### config.mk
export PLATFORM = sky130hd
export DESIGN_NAME = draw_rect_multi_flat
export DESIGN_NICKNAME = d
export VERILOG_FILES = /design/src/rtl/draw_rect_multi_if.sv /design/src/rtl/draw_rect_multi.sv /design/src/flat_wrapper.sv
export SDC_FILE = /design/constraint.sdc
export NUM_CORES = 2
export LEC_CHECK = 0
export ABC_AREA = 1
export CAP_MARGIN = 10
export CORE_MARGIN = 4
export CORE_UTILIZATION = 57
export CTS_CLUSTER_SIZE = 14
export DETAILED_ROUTE_END_ITERATION = 10
export HOLD_SLACK_MARGIN = 0.05
export PLACE_DENSITY = 0.75
export SETUP_SLACK_MARGIN = 0.4
export SYNTH_ARGS = -nofsm -noshare
export SYNTH_HDL_FRONTEND = slang
export SYNTH_SLANG_ARGS = --single-unit
### constraint.sdc
create_clock -name clk -period 4.4 [get_ports clk]
set_input_delay 0.88 -clock clk [delete_from_list [all_inputs] [get_ports clk]]
set_output_delay 0.88 -clock clk [all_outputs]
set_load 0.1 [all_outputs]
### src/rtl/draw_rect_multi_if.sv
`default_nettype none
// ============================================================================
// Module      : vga_if
// Description : VGA pixel-stream bundle (timing fields plus RGB444 colour)
//               passed between the stages of the video overlay chain.
// Revision    : 1.0 - initial release
// ============================================================================
interface vga_if;
    logic [10:0] vcount;
    logic        vsync;
    logic        vblnk;
    logic [10:0] hcount;
    logic        hsync;
    logic        hblnk;
    logic [11:0] rgb;

    modport in     (input  vcount, vsync, vblnk, hcount, hsync, hblnk, rgb);
    modport out    (output vcount, vsync, vblnk, hcount, hsync, hblnk, rgb);
    modport slave  (input  vcount, vsync, vblnk, hcount, hsync, hblnk, rgb);
    modport master (output vcount, vsync, vblnk, hcount, hsync, hblnk, rgb);
endinterface
`default_nettype wire

### src/rtl/draw_rect_multi.sv
`default_nettype none
// ============================================================================
// Module      : draw_rect_multi
// Description : Two-stage VGA overlay drawing up to NRECT prioritised
//               rectangles (fill/outline, blink) with vblank-committed config.
// Revision    : 1.0 - initial release
// ============================================================================
module draw_rect_multi #(
    parameter  int NRECT        = 4,
    parameter  int BORDER       = 2,
    parameter  int BLINK_FRAMES = 30,
    parameter  int CW           = 11,
    localparam int c_IW         = (NRECT > 1) ? $clog2(NRECT) : 1
) (
    input  wire             clk,
    input  wire             rst,
    vga_if.in               vga_in,
    vga_if.out              vga_out,
    input  wire             cfg_we,
    input  wire  [c_IW-1:0] cfg_idx,
    input  wire  [CW-1:0]   cfg_x,
    input  wire  [CW-1:0]   cfg_y,
    input  wire  [CW-1:0]   cfg_w,
    input  wire  [CW-1:0]   cfg_h,
    input  wire  [11:0]     cfg_color,
    input  wire             cfg_en,
    input  wire             cfg_outline,
    input  wire             cfg_blink,
    output logic [7:0]      frame_cnt
);

    // Bound arithmetic width: wide enough for both the 11-bit counters and
    // x+w at CW+1 bits, so the right/bottom edge never wraps to zero.
    localparam int c_BW  = ((CW > 11) ? CW : 11) + 1;
    localparam int c_BCW = (BLINK_FRAMES > 1) ? $clog2(BLINK_FRAMES) : 1;
    localparam logic [c_BW-1:0]  c_B    = c_BW'(BORDER);
    localparam logic [c_BW-1:0]  c_B2   = c_BW'(2 * BORDER);
    localparam logic [c_BCW-1:0] c_BLAST = c_BCW'(BLINK_FRAMES - 1);

    typedef struct packed {
        logic [CW-1:0] x;
        logic [CW-1:0] y;
        logic [CW-1:0] w;
        logic [CW-1:0] h;
        logic [11:0]   color;
        logic          en;
        logic          outline;
        logic          blink;
    } rect_t;

    rect_t r_shadow      [NRECT];
    rect_t r_active      [NRECT];
    rect_t w_shadow_next [NRECT];
    rect_t w_wr_data;

    logic             w_wr;
    logic             w_commit;
    logic             r_vblnk_d;
    logic [7:0]       r_frame_cnt;
    logic [c_BCW-1:0] r_blink_cnt;
    logic             r_blink_phase;

    logic [NRECT-1:0] w_hit;
    logic [NRECT-1:0] r_s1_hit;
    logic [11:0]      r_s1_color [NRECT];
    logic [10:0]      r_s1_vcount, r_s1_hcount;
    logic             r_s1_vsync, r_s1_vblnk, r_s1_hsync, r_s1_hblnk;
    logic [11:0]      r_s1_rgb;
    logic [11:0]      w_sel_rgb;

    logic [10:0]      r_out_vcount, r_out_hcount;
    logic             r_out_vsync, r_out_vblnk, r_out_hsync, r_out_hblnk;
    logic [11:0]      r_out_rgb;

    assign w_wr      = cfg_we && (32'(cfg_idx) < 32'(NRECT));
    assign w_commit  = vga_in.vblnk && !r_vblnk_d;
    assign w_wr_data = '{x: cfg_x, y: cfg_y, w: cfg_w, h: cfg_h, color: cfg_color,
                         en: cfg_en, outline: cfg_outline, blink: cfg_blink};

    // A write landing on the commit cycle is folded into the committed set.
    always_comb begin
        w_shadow_next = r_shadow;
        if (w_wr) begin
            w_shadow_next[cfg_idx] = w_wr_data;
        end
    end

    always_ff @(posedge clk) begin
        if (rst) begin
            for (int i = 0; i < NRECT; i++) begin
                r_shadow[i] <= '0;
                r_active[i] <= '0;
            end
            r_vblnk_d     <= 1'b0;
            r_frame_cnt   <= 8'd0;
            r_blink_cnt   <= '0;
            r_blink_phase <= 1'b0;
        end else begin
            r_shadow  <= w_shadow_next;
            r_vblnk_d <= vga_in.vblnk;
            if (w_commit) begin
                r_active    <= w_shadow_next;
                r_frame_cnt <= r_frame_cnt + 8'd1;
                if (r_blink_cnt == c_BLAST) begin
                    r_blink_cnt   <= '0;
                    r_blink_phase <= !r_blink_phase;
                end else begin
                    r_blink_cnt <= r_blink_cnt + c_BCW'(1);
                end
            end
        end
    end

    assign frame_cnt = r_frame_cnt;

    generate
        for (genvar i = 0; i < NRECT; i++) begin : g_hit
            logic [c_BW-1:0] w_hc, w_vc;
            logic [c_BW-1:0] w_x0, w_y0, w_wd, w_ht, w_x1, w_y1;
            logic            w_in_x, w_in_y, w_inner_x, w_inner_y, w_thin;
            logic            w_shape, w_visible;

            assign w_hc = c_BW'(vga_in.hcount);
            assign w_vc = c_BW'(vga_in.vcount);
            assign w_x0 = c_BW'(r_active[i].x);
            assign w_y0 = c_BW'(r_active[i].y);
            assign w_wd = c_BW'(r_active[i].w);
            assign w_ht = c_BW'(r_active[i].h);
            assign w_x1 = w_x0 + w_wd;
            assign w_y1 = w_y0 + w_ht;

            // Empty ranges when w or h is zero fall out of the half-open test.
            assign w_in_x    = (w_hc >= w_x0) && (w_hc < w_x1);
            assign w_in_y    = (w_vc >= w_y0) && (w_vc < w_y1);
            assign w_inner_x = (w_hc >= w_x0 + c_B) && (w_hc < w_x1 - c_B);
            assign w_inner_y = (w_vc >= w_y0 + c_B) && (w_vc < w_y1 - c_B);
            assign w_thin    = (w_wd <= c_B2) || (w_ht <= c_B2);

            assign w_shape   = w_in_x && w_in_y &&
                               (!r_active[i].outline || w_thin || !(w_inner_x && w_inner_y));
            assign w_visible = !r_active[i].blink || !r_blink_phase;
            assign w_hit[i]  = r_active[i].en && w_shape && w_visible;
        end
    endgenerate

    always_ff @(posedge clk) begin
        if (rst) begin
            r_s1_hit <= '0;
            for (int i = 0; i < NRECT; i++) begin
                r_s1_color[i] <= 12'd0;
            end
            r_s1_vcount <= 11'd0;
            r_s1_vsync  <= 1'b0;
            r_s1_vblnk  <= 1'b0;
            r_s1_hcount <= 11'd0;
            r_s1_hsync  <= 1'b0;
            r_s1_hblnk  <= 1'b0;
            r_s1_rgb    <= 12'd0;
        end else begin
            r_s1_hit <= w_hit;
            for (int i = 0; i < NRECT; i++) begin
                r_s1_color[i] <= r_active[i].color;
            end
            r_s1_vcount <= vga_in.vcount;
            r_s1_vsync  <= vga_in.vsync;
            r_s1_vblnk  <= vga_in.vblnk;
            r_s1_hcount <= vga_in.hcount;
            r_s1_hsync  <= vga_in.hsync;
            r_s1_hblnk  <= vga_in.hblnk;
            r_s1_rgb    <= vga_in.rgb;
        end
    end

    // Scan from the highest index down so the lowest hitting index wins.
    always_comb begin
        w_sel_rgb = r_s1_rgb;
        for (int i = NRECT - 1; i >= 0; i--) begin
            if (r_s1_hit[i]) begin
                w_sel_rgb = r_s1_color[i];
            end
        end
    end

    always_ff @(posedge clk) begin
        if (rst) begin
            r_out_vcount <= 11'd0;
            r_out_vsync  <= 1'b0;
            r_out_vblnk  <= 1'b0;
            r_out_hcount <= 11'd0;
            r_out_hsync  <= 1'b0;
            r_out_hblnk  <= 1'b0;
            r_out_rgb    <= 12'd0;
        end else begin
            r_out_vcount <= r_s1_vcount;
            r_out_vsync  <= r_s1_vsync;
            r_out_vblnk  <= r_s1_vblnk;
            r_out_hcount <= r_s1_hcount;
            r_out_hsync  <= r_s1_hsync;
            r_out_hblnk  <= r_s1_hblnk;
            r_out_rgb    <= w_sel_rgb;
        end
    end

    assign vga_out.vcount = r_out_vcount;
    assign vga_out.vsync  = r_out_vsync;
    assign vga_out.vblnk  = r_out_vblnk;
    assign vga_out.hcount = r_out_hcount;
    assign vga_out.hsync  = r_out_hsync;
    assign vga_out.hblnk  = r_out_hblnk;
    assign vga_out.rgb    = r_out_rgb;

endmodule
`default_nettype wire
### src/flat_wrapper.sv
// flat-port wrapper written by rule: the top's interface ports become plain ports
module draw_rect_multi_flat 
#(
    parameter  int NRECT        = 4,
    parameter  int BORDER       = 2,
    parameter  int BLINK_FRAMES = 30,
    parameter  int CW           = 11,
    localparam int c_IW         = (NRECT > 1) ? $clog2(NRECT) : 1
)
  (clk, rst, cfg_we, cfg_idx, cfg_x, cfg_y, cfg_w, cfg_h, cfg_color, cfg_en, cfg_outline, cfg_blink, frame_cnt, vga_in_vcount, vga_in_vsync, vga_in_vblnk, vga_in_hcount, vga_in_hsync, vga_in_hblnk, vga_in_rgb, vga_out_vcount, vga_out_vsync, vga_out_vblnk, vga_out_hcount, vga_out_hsync, vga_out_hblnk, vga_out_rgb);
  vga_if vga_in_i ();
  vga_if vga_out_i ();
  input  wire clk;
  input  wire rst;
  input  wire cfg_we;
  input  wire  [c_IW-1:0] cfg_idx;
  input  wire  [CW-1:0] cfg_x;
  input  wire  [CW-1:0] cfg_y;
  input  wire  [CW-1:0] cfg_w;
  input  wire  [CW-1:0] cfg_h;
  input  wire  [11:0] cfg_color;
  input  wire cfg_en;
  input  wire cfg_outline;
  input  wire cfg_blink;
  output logic [7:0] frame_cnt;
  input wire logic [$bits(vga_in_i.vcount)-1:0] vga_in_vcount;
  input wire logic [$bits(vga_in_i.vsync)-1:0] vga_in_vsync;
  input wire logic [$bits(vga_in_i.vblnk)-1:0] vga_in_vblnk;
  input wire logic [$bits(vga_in_i.hcount)-1:0] vga_in_hcount;
  input wire logic [$bits(vga_in_i.hsync)-1:0] vga_in_hsync;
  input wire logic [$bits(vga_in_i.hblnk)-1:0] vga_in_hblnk;
  input wire logic [$bits(vga_in_i.rgb)-1:0] vga_in_rgb;
  output wire logic [$bits(vga_out_i.vcount)-1:0] vga_out_vcount;
  output wire logic [$bits(vga_out_i.vsync)-1:0] vga_out_vsync;
  output wire logic [$bits(vga_out_i.vblnk)-1:0] vga_out_vblnk;
  output wire logic [$bits(vga_out_i.hcount)-1:0] vga_out_hcount;
  output wire logic [$bits(vga_out_i.hsync)-1:0] vga_out_hsync;
  output wire logic [$bits(vga_out_i.hblnk)-1:0] vga_out_hblnk;
  output wire logic [$bits(vga_out_i.rgb)-1:0] vga_out_rgb;
  assign vga_in_i.vcount = vga_in_vcount;
  assign vga_in_i.vsync = vga_in_vsync;
  assign vga_in_i.vblnk = vga_in_vblnk;
  assign vga_in_i.hcount = vga_in_hcount;
  assign vga_in_i.hsync = vga_in_hsync;
  assign vga_in_i.hblnk = vga_in_hblnk;
  assign vga_in_i.rgb = vga_in_rgb;
  assign vga_out_vcount = vga_out_i.vcount;
  assign vga_out_vsync = vga_out_i.vsync;
  assign vga_out_vblnk = vga_out_i.vblnk;
  assign vga_out_hcount = vga_out_i.hcount;
  assign vga_out_hsync = vga_out_i.hsync;
  assign vga_out_hblnk = vga_out_i.hblnk;
  assign vga_out_rgb = vga_out_i.rgb;
  draw_rect_multi #(.NRECT(NRECT), .BORDER(BORDER), .BLINK_FRAMES(BLINK_FRAMES), .CW(CW)) u_core (.clk(clk), .rst(rst), .vga_in(vga_in_i), .vga_out(vga_out_i), .cfg_we(cfg_we), .cfg_idx(cfg_idx), .cfg_x(cfg_x), .cfg_y(cfg_y), .cfg_w(cfg_w), .cfg_h(cfg_h), .cfg_color(cfg_color), .cfg_en(cfg_en), .cfg_outline(cfg_outline), .cfg_blink(cfg_blink), .frame_cnt(frame_cnt));
endmodule
Word level (Yosys, flattened, before mapping)
Memory sizes are Yosys's and may differ from the RTL's.
Cells that the tools add are included.
- add/sub/neg operators: 26
- multiply operators: 0
- divide/modulo/power cells: 0
- order comparisons: 42
- eq/ne operators: 1
- shift operators: 0
- mux-type cells: 16
- bitwise logic cells: 5
- reductions and logical operators: 69
- operators with widths (kind ; count):
    bitwise mux 236 bit ; 1
    two-way mux 236 bit ; 1
    < comparator 11 x 12 -> 1 bit ; 16
    demux 59 bit (select 2 bit) ; 1
    adder 11 x 11 -> 12 bit ; 8
    adder 11 x 2 -> 12 bit, second input constant ; 8
    greater-or-equal comparator 11 x 12 -> 1 bit ; 8
    two-way mux 12 bit ; 8
    subtractor 12 x 2 -> 12 bit, second input constant ; 8
    greater-or-equal comparator 11 bit ; 8
    less-or-equal comparator 11 x 3 -> 1 bit, second input constant ; 8
    two-way mux 59 bit ; 1
    logical AND 1 bit ; 38
    logical OR 1 bit ; 16
    logical NOT 1 bit ; 14
    adder 8 x 1 -> 8 bit, second input constant ; 1
    adder 5 x 1 -> 5 bit, second input constant ; 1
    equality test 5 bit, second input constant ; 1
    two-way mux 5 bit ; 1
    bitwise OR 1 bit ; 4
    greater-or-equal comparator 3 bit, second input constant ; 1
    < comparator 3 x 1 -> 1 bit, second input constant ; 1
    two-way mux 1 bit ; 3
    NOT 2 -> 3 bit ; 1
    AND reduction 2 bit ; 1
- register bits after elaboration: 566
- latch bits: 0
- RAM bits: 48
- ROM bits: 0
- input port bits: 102
- output and inout port bits: 46
- word-level logic and storage cells: 242
- memories kept: 1
- memories (name ; words ; bits a word ; rd ports ; clocked after memory_dff ; wr ports ; RTL line ; RTL):
    u_core.r_s1_color ; 4 ; 12 ; 4 ; 0 ; 4 ; draw_rect_multi.sv:65 ; logic [11:0] r_s1_color [NRECT];

Longest topological paths before layout
- word-level depth: 10
- mapped depth: 25
- mapped depth without buffers: 25

Least setup slack after synthesis
OpenSTA, ideal clock, no wires.
- path kind: register to register
- start point: register u_core.r_active, in the netlist u_core.g_hit[2].w_wd[0]
- end point: register u_core.r_s1_hit[2]
- library setup time: 0.109 ns
- arrival time: 2.898 ns
- data required time: 4.291 ns
- slack: 1.393 ns
- stages on the path, launching flop included: 23
- buffers on the path: 1
- clock period less this slack: 3.007 ns
- cell sequence: dfxtp_1 ha_1 fa_1 nand3_1 nand3_2 xnor2_2 and3_1 buf_2 nand3_1 xor2_1 ha_1 nand2_1 nor2_1 a211oi_1 nand2_1 nand2_1 nand2_1 nand2_1 nand2_1 nand2_1 nand3_1 nand2_1 inv_1
- word-level cells in the longest chain between the ends: 10
- elaborated cells between the ends (all ways): 16
- those cells by class: 2 x add/sub; 3 x order compare; 11 x reduce/logical
- ends and longest elaborated chain (item ; RTL line ; RTL):
    from (decl) ; draw_rect_multi.sv:52 ; rect_t r_active [NRECT];
    from (signal assigned) ; draw_rect_multi.sv:102 ; r_active <= w_shadow_next;
    adder 11 x 11 -> 12 bit ; draw_rect_multi.sv:129 ; assign w_x1 = w_x0 + w_wd;
    subtractor 12 x 2 -> 12 bit ; draw_rect_multi.sv:135 ; assign w_inner_x = (w_hc >= w_x0 + c_B) && (w_hc < w_x1 - c_B);
    < comparator 11 x 12 -> 1 bit ; draw_rect_multi.sv:135 ;
    logical AND 1 bit ; draw_rect_multi.sv:135 ;
    logical AND 1 bit ; draw_rect_multi.sv:140 ; (!r_active[i].outline || w_thin || !(w_inner_x && w_inner_y));
    logical NOT 1 bit ; draw_rect_multi.sv:140 ;
    logical OR 1 bit ; draw_rect_multi.sv:140 ;
    logical AND 1 bit (*) ; draw_rect_multi.sv:139 ; assign w_shape = w_in_x && w_in_y &&
    logical AND 1 bit (*) (2 in a row) ; draw_rect_multi.sv:142 ; assign w_hit[i] = r_active[i].en && w_shape && w_visible;
    to (signal assigned) ; draw_rect_multi.sv:160 ; r_s1_hit <= w_hit;
    to (decl) ; draw_rect_multi.sv:64 ; logic [NRECT-1:0] r_s1_hit;
Mark *: on every way between the ends. The rest lies on a longest branch, timed or not.
A chain may end at the register's enable or synchronous reset.

Worst setup path in the final report
- start point: register u_core.r_active, in the netlist u_core.g_hit[0].w_ht[0]
- end point: register u_core.r_s1_hit[0]
- word-level cells in the longest chain between the ends: 10
- elaborated cells between the ends (all ways): 16
- those cells by class: 2 x add/sub; 3 x order compare; 11 x reduce/logical
- ends and longest elaborated chain (item ; RTL line ; RTL):
    adder 11 x 11 -> 12 bit ; draw_rect_multi.sv:130 ; assign w_y1 = w_y0 + w_ht;
    subtractor 12 x 2 -> 12 bit ; draw_rect_multi.sv:136 ; assign w_inner_y = (w_vc >= w_y0 + c_B) && (w_vc < w_y1 - c_B);
    < comparator 11 x 12 -> 1 bit ; draw_rect_multi.sv:136 ;
    logical AND 1 bit ; draw_rect_multi.sv:136 ;
    logical AND 1 bit ; draw_rect_multi.sv:140 ;
    logical NOT 1 bit ; draw_rect_multi.sv:140 ;
    logical OR 1 bit ; draw_rect_multi.sv:140 ;
    logical AND 1 bit (*) ; draw_rect_multi.sv:139 ;
    logical AND 1 bit (*) (2 in a row) ; draw_rect_multi.sv:142 ;
Marked as above.

==> results.yml <==
status:
  status: "completed"
detailed_routing:
  drt_drc_violations_left: 0
  totalWireLength_um: 99400
  num_vias: 31700
  wire_per_inst_um: 17.0
  ant_nets: 0
  drtIter0Drc: 2293
  first_pass_iters: 9
  vias_per_cell: 5.41
finish:
  multi_input_area_sq_um: 21000
  nNetsFinal: 5490
  area_growth_pct: 12.6
  drive_gt1_frac: 0.0467
  regArea_sq_um: 12300
  nFillCells: 5559
clock_network:
  postCtsSetupBuffers: 0
  root_buffer: "clkbuf_16"
  cts.htree.levels: 3
  cts.path.max_buffers: 3
  clkSinkCount: 614
  clk_pin_slew_ns: 0.06
  ctsHoldBuffers: 0
  tritoncts: "built"
  cts_resized: 0
  cts_inserted_buffers: 67
  clk_latency_ns: 0.60
logic_synthesis:
  synth_fp_nets: 5377
  synth.area.top_cells: "dfxtp_1, ha_1, nand2_1"
  synth_edf_count: 0
  ys_types: 48
  yosysWarnings: 0
  synth_area_per_cell_sq_um: 7.57
  synth_commonest_cells: "nand2_1, inv_1, dfxtp_1"
  synth_ff_type: "dfxtp_1"
  yosysMostFrequentCell: "nand2_1"
  ys_ff_latch: 614
  yosys.area.top_type_share: 0.335
  synth_top_cell_by_area: "dfxtp_1"
  async_flop_share: 0
  synthesis.area_sq_um: 36700
  ys_seq_area_frac: 0.335
  syn-instance-count: 4848
timing:
  final-max-slew-violation-count: 0
  holdWs_ns: 0.396
  tightest_slew_ns: 1.20
  hold_violations: 0
  slew_headroom: 0.201
  final.setup.tns_ns: 0
  max_freq_mhz: 282
  fin_skew_ns: 0.0177
  fin_crit_sh: 0.806
  post-route-min-period_ns: 3.54
  rsz0062_at_grt: "no"
  setup_viol_count_final: 0
floorplan:
  ios: 148
  core_sq_um: 63400
  die_h_um: 262
  rows: 92
  chipWidth_um: 262
  start_util: 0.578
  die_area_sq_um: 68500
power:
  power.leakage_nw: 21.8
  cellPowerDensity_nw_per_um2: 367
  irDropWorstVdd_mv: 0.293
placed_design:
  gp_congestion: 0.938
  place_hpwl_um: 72400
  place.port_buffers: 147
global_route:
  grtUsageTotal: 0.286
  met2_usage: 0.478
  grt_start_max_net_pins: 164
  first_global_vias: 29900
  overflow: 0
  grtUsageMet1: 0.381
  met3_usage: 0.0418
  grt_first_pass_wirelength_um: 158000
  antenna_found_initial: 3
  grt.busiest_layer: "met2"
flow_run:
  drv_cap: 0
setup_path:
  cp_max_fo: 3
  worstSetupEndpointType: "register"
  cp.required_ns: 4.90
  arrival_ns: 4.05
  path_class: "register to register"
  cp-start-kind: "register"
min_path:
  hp-class: "register to register"
## registers in the layout, indices dropped and copies added, names as in the netlist, 12 cells and up
register,cells
u_core.g_hit.w_x0,44
u_core.r_active,60
u_core.r_shadow,236
u_core.g_hit.w_ht,44
u_core.r_s1_color,48
u_core.vga_out.rgb,12
u_core.g_hit.w_wd,44
u_core.g_hit.w_y0,44
u_core.r_s1_rgb,12
## routing by layer
metal | part of all wire | vias to the layer above
met5 | 0 | -
met4 | 0.033 | 0
met3 | 0.060 | 176
met2 | 0.46 | 828
met1 | 0.45 | 14700
li1 | - | 16000
## final cells by class
class | count | area share
Multi-Input combinational cell | 3327 | 0.508
Sequential cell | 614 | 0.297
Inverter | 755 | 0.0688
Timing Repair Buffer | 196 | 0.0471
Clock buffer | 92 | 0.0463
Tap cell | 846 | 0.0256
Clock inverter | 26 | 0.00636
Antenna cell | 3 | 0.000182
## critical path: stages, from the launching register on
cell and delay [ns]:
dfxtp_1 0.36, ha_1 0.25, fa_1 0.42, xor2_1 0.22, inv_1 0.10, ha_1 0.18, nand3_1 0.08, nor2_1 0.20
nand3_1 0.17, xor2_1 0.18, ha_1 0.29, a21oi_1 0.16, o21a_1 0.13, a21oi_1 0.06, o21ai_0 0.14, nand2_1 0.08
nand3_1 0.20, nand3_1 0.11, nand2_1 0.07, inv_1 0.04
## report_power, final
| part | switching [mW] | internal, mW | total (mW) |
|---|---|---|---|
| registers | 0.252 | 5.84 | 6.09 |
| logic | 2.19 | 1.34 | 3.53 |
| clock network | 2.31 | 3.24 | 5.56 |
| total | 4.76 | 10.4 | 15.2 |
## placed cells by master (no fill, tap or decap), drive strengths merged, types with 16 or more instances in the layout
master         instances
xnor2                 29
nand3                193
ha                   419
o21a                  23
nand2               1000
o21ai                 78
a21oi                203
inv                  760
nor2                 578
clkbuf                92
dfxtp                614
mux2i                248
nor3                  53
o211ai               238
buf                   50
xor2                 115
clkdlybuf4s50        146
nand4                 64
clkinv                16
## through the flow
step / cells / instance area [sq um] / utilization / power (mW) / worst slack (ns)
floorplan: 4848 / 36700 / - / 8.69 / 1.39
global placement: 5738 / 39100 / 0.617 / 9.60 / 0.563
detailed placement: 5738 / 39100 / 0.617 / 9.70 / 0.559
CTS: 5856 / 41300 / 0.651 / 15.3 / 0.883
global route: 5856 / 41300 / 0.651 / 16.0 / 0.560
finish: 5859 / 41300 / 0.652 / 15.2 / 0.855
## logic make-up (layout without fill, tap and decap cells)
family	count (synthesis)	in the layout	share of synthesized area
and+or+nand+nor	1923	1923	0.219
buffers and inverters	907	1069	0.0937
DFF	614	614	0.335
AOI/OAI and AO/OA	585	585	0.101
adders and majority gates	427	427	0.147
muxes	248	248	0.0677
xor gates and xnor gates	144	144	0.0367
other	0	3	0
## final timing paths
path,from,to,slack (ns),cells after the start
worst min-delay path,u_core.r_s1_vcount[6],u_core.vga_out.vcount[6],0.40,2
worst max register to register,u_core.g_hit[0].w_ht[0],u_core.r_s1_hit[0],0.86,19
worst max-delay path,u_core.g_hit[0].w_ht[0],u_core.r_s1_hit[0],0.86,19
worst min register to register,u_core.r_s1_vcount[6],u_core.vga_out.vcount[6],0.40,2
Note: power is estimated with default switching activity, not from simulation.
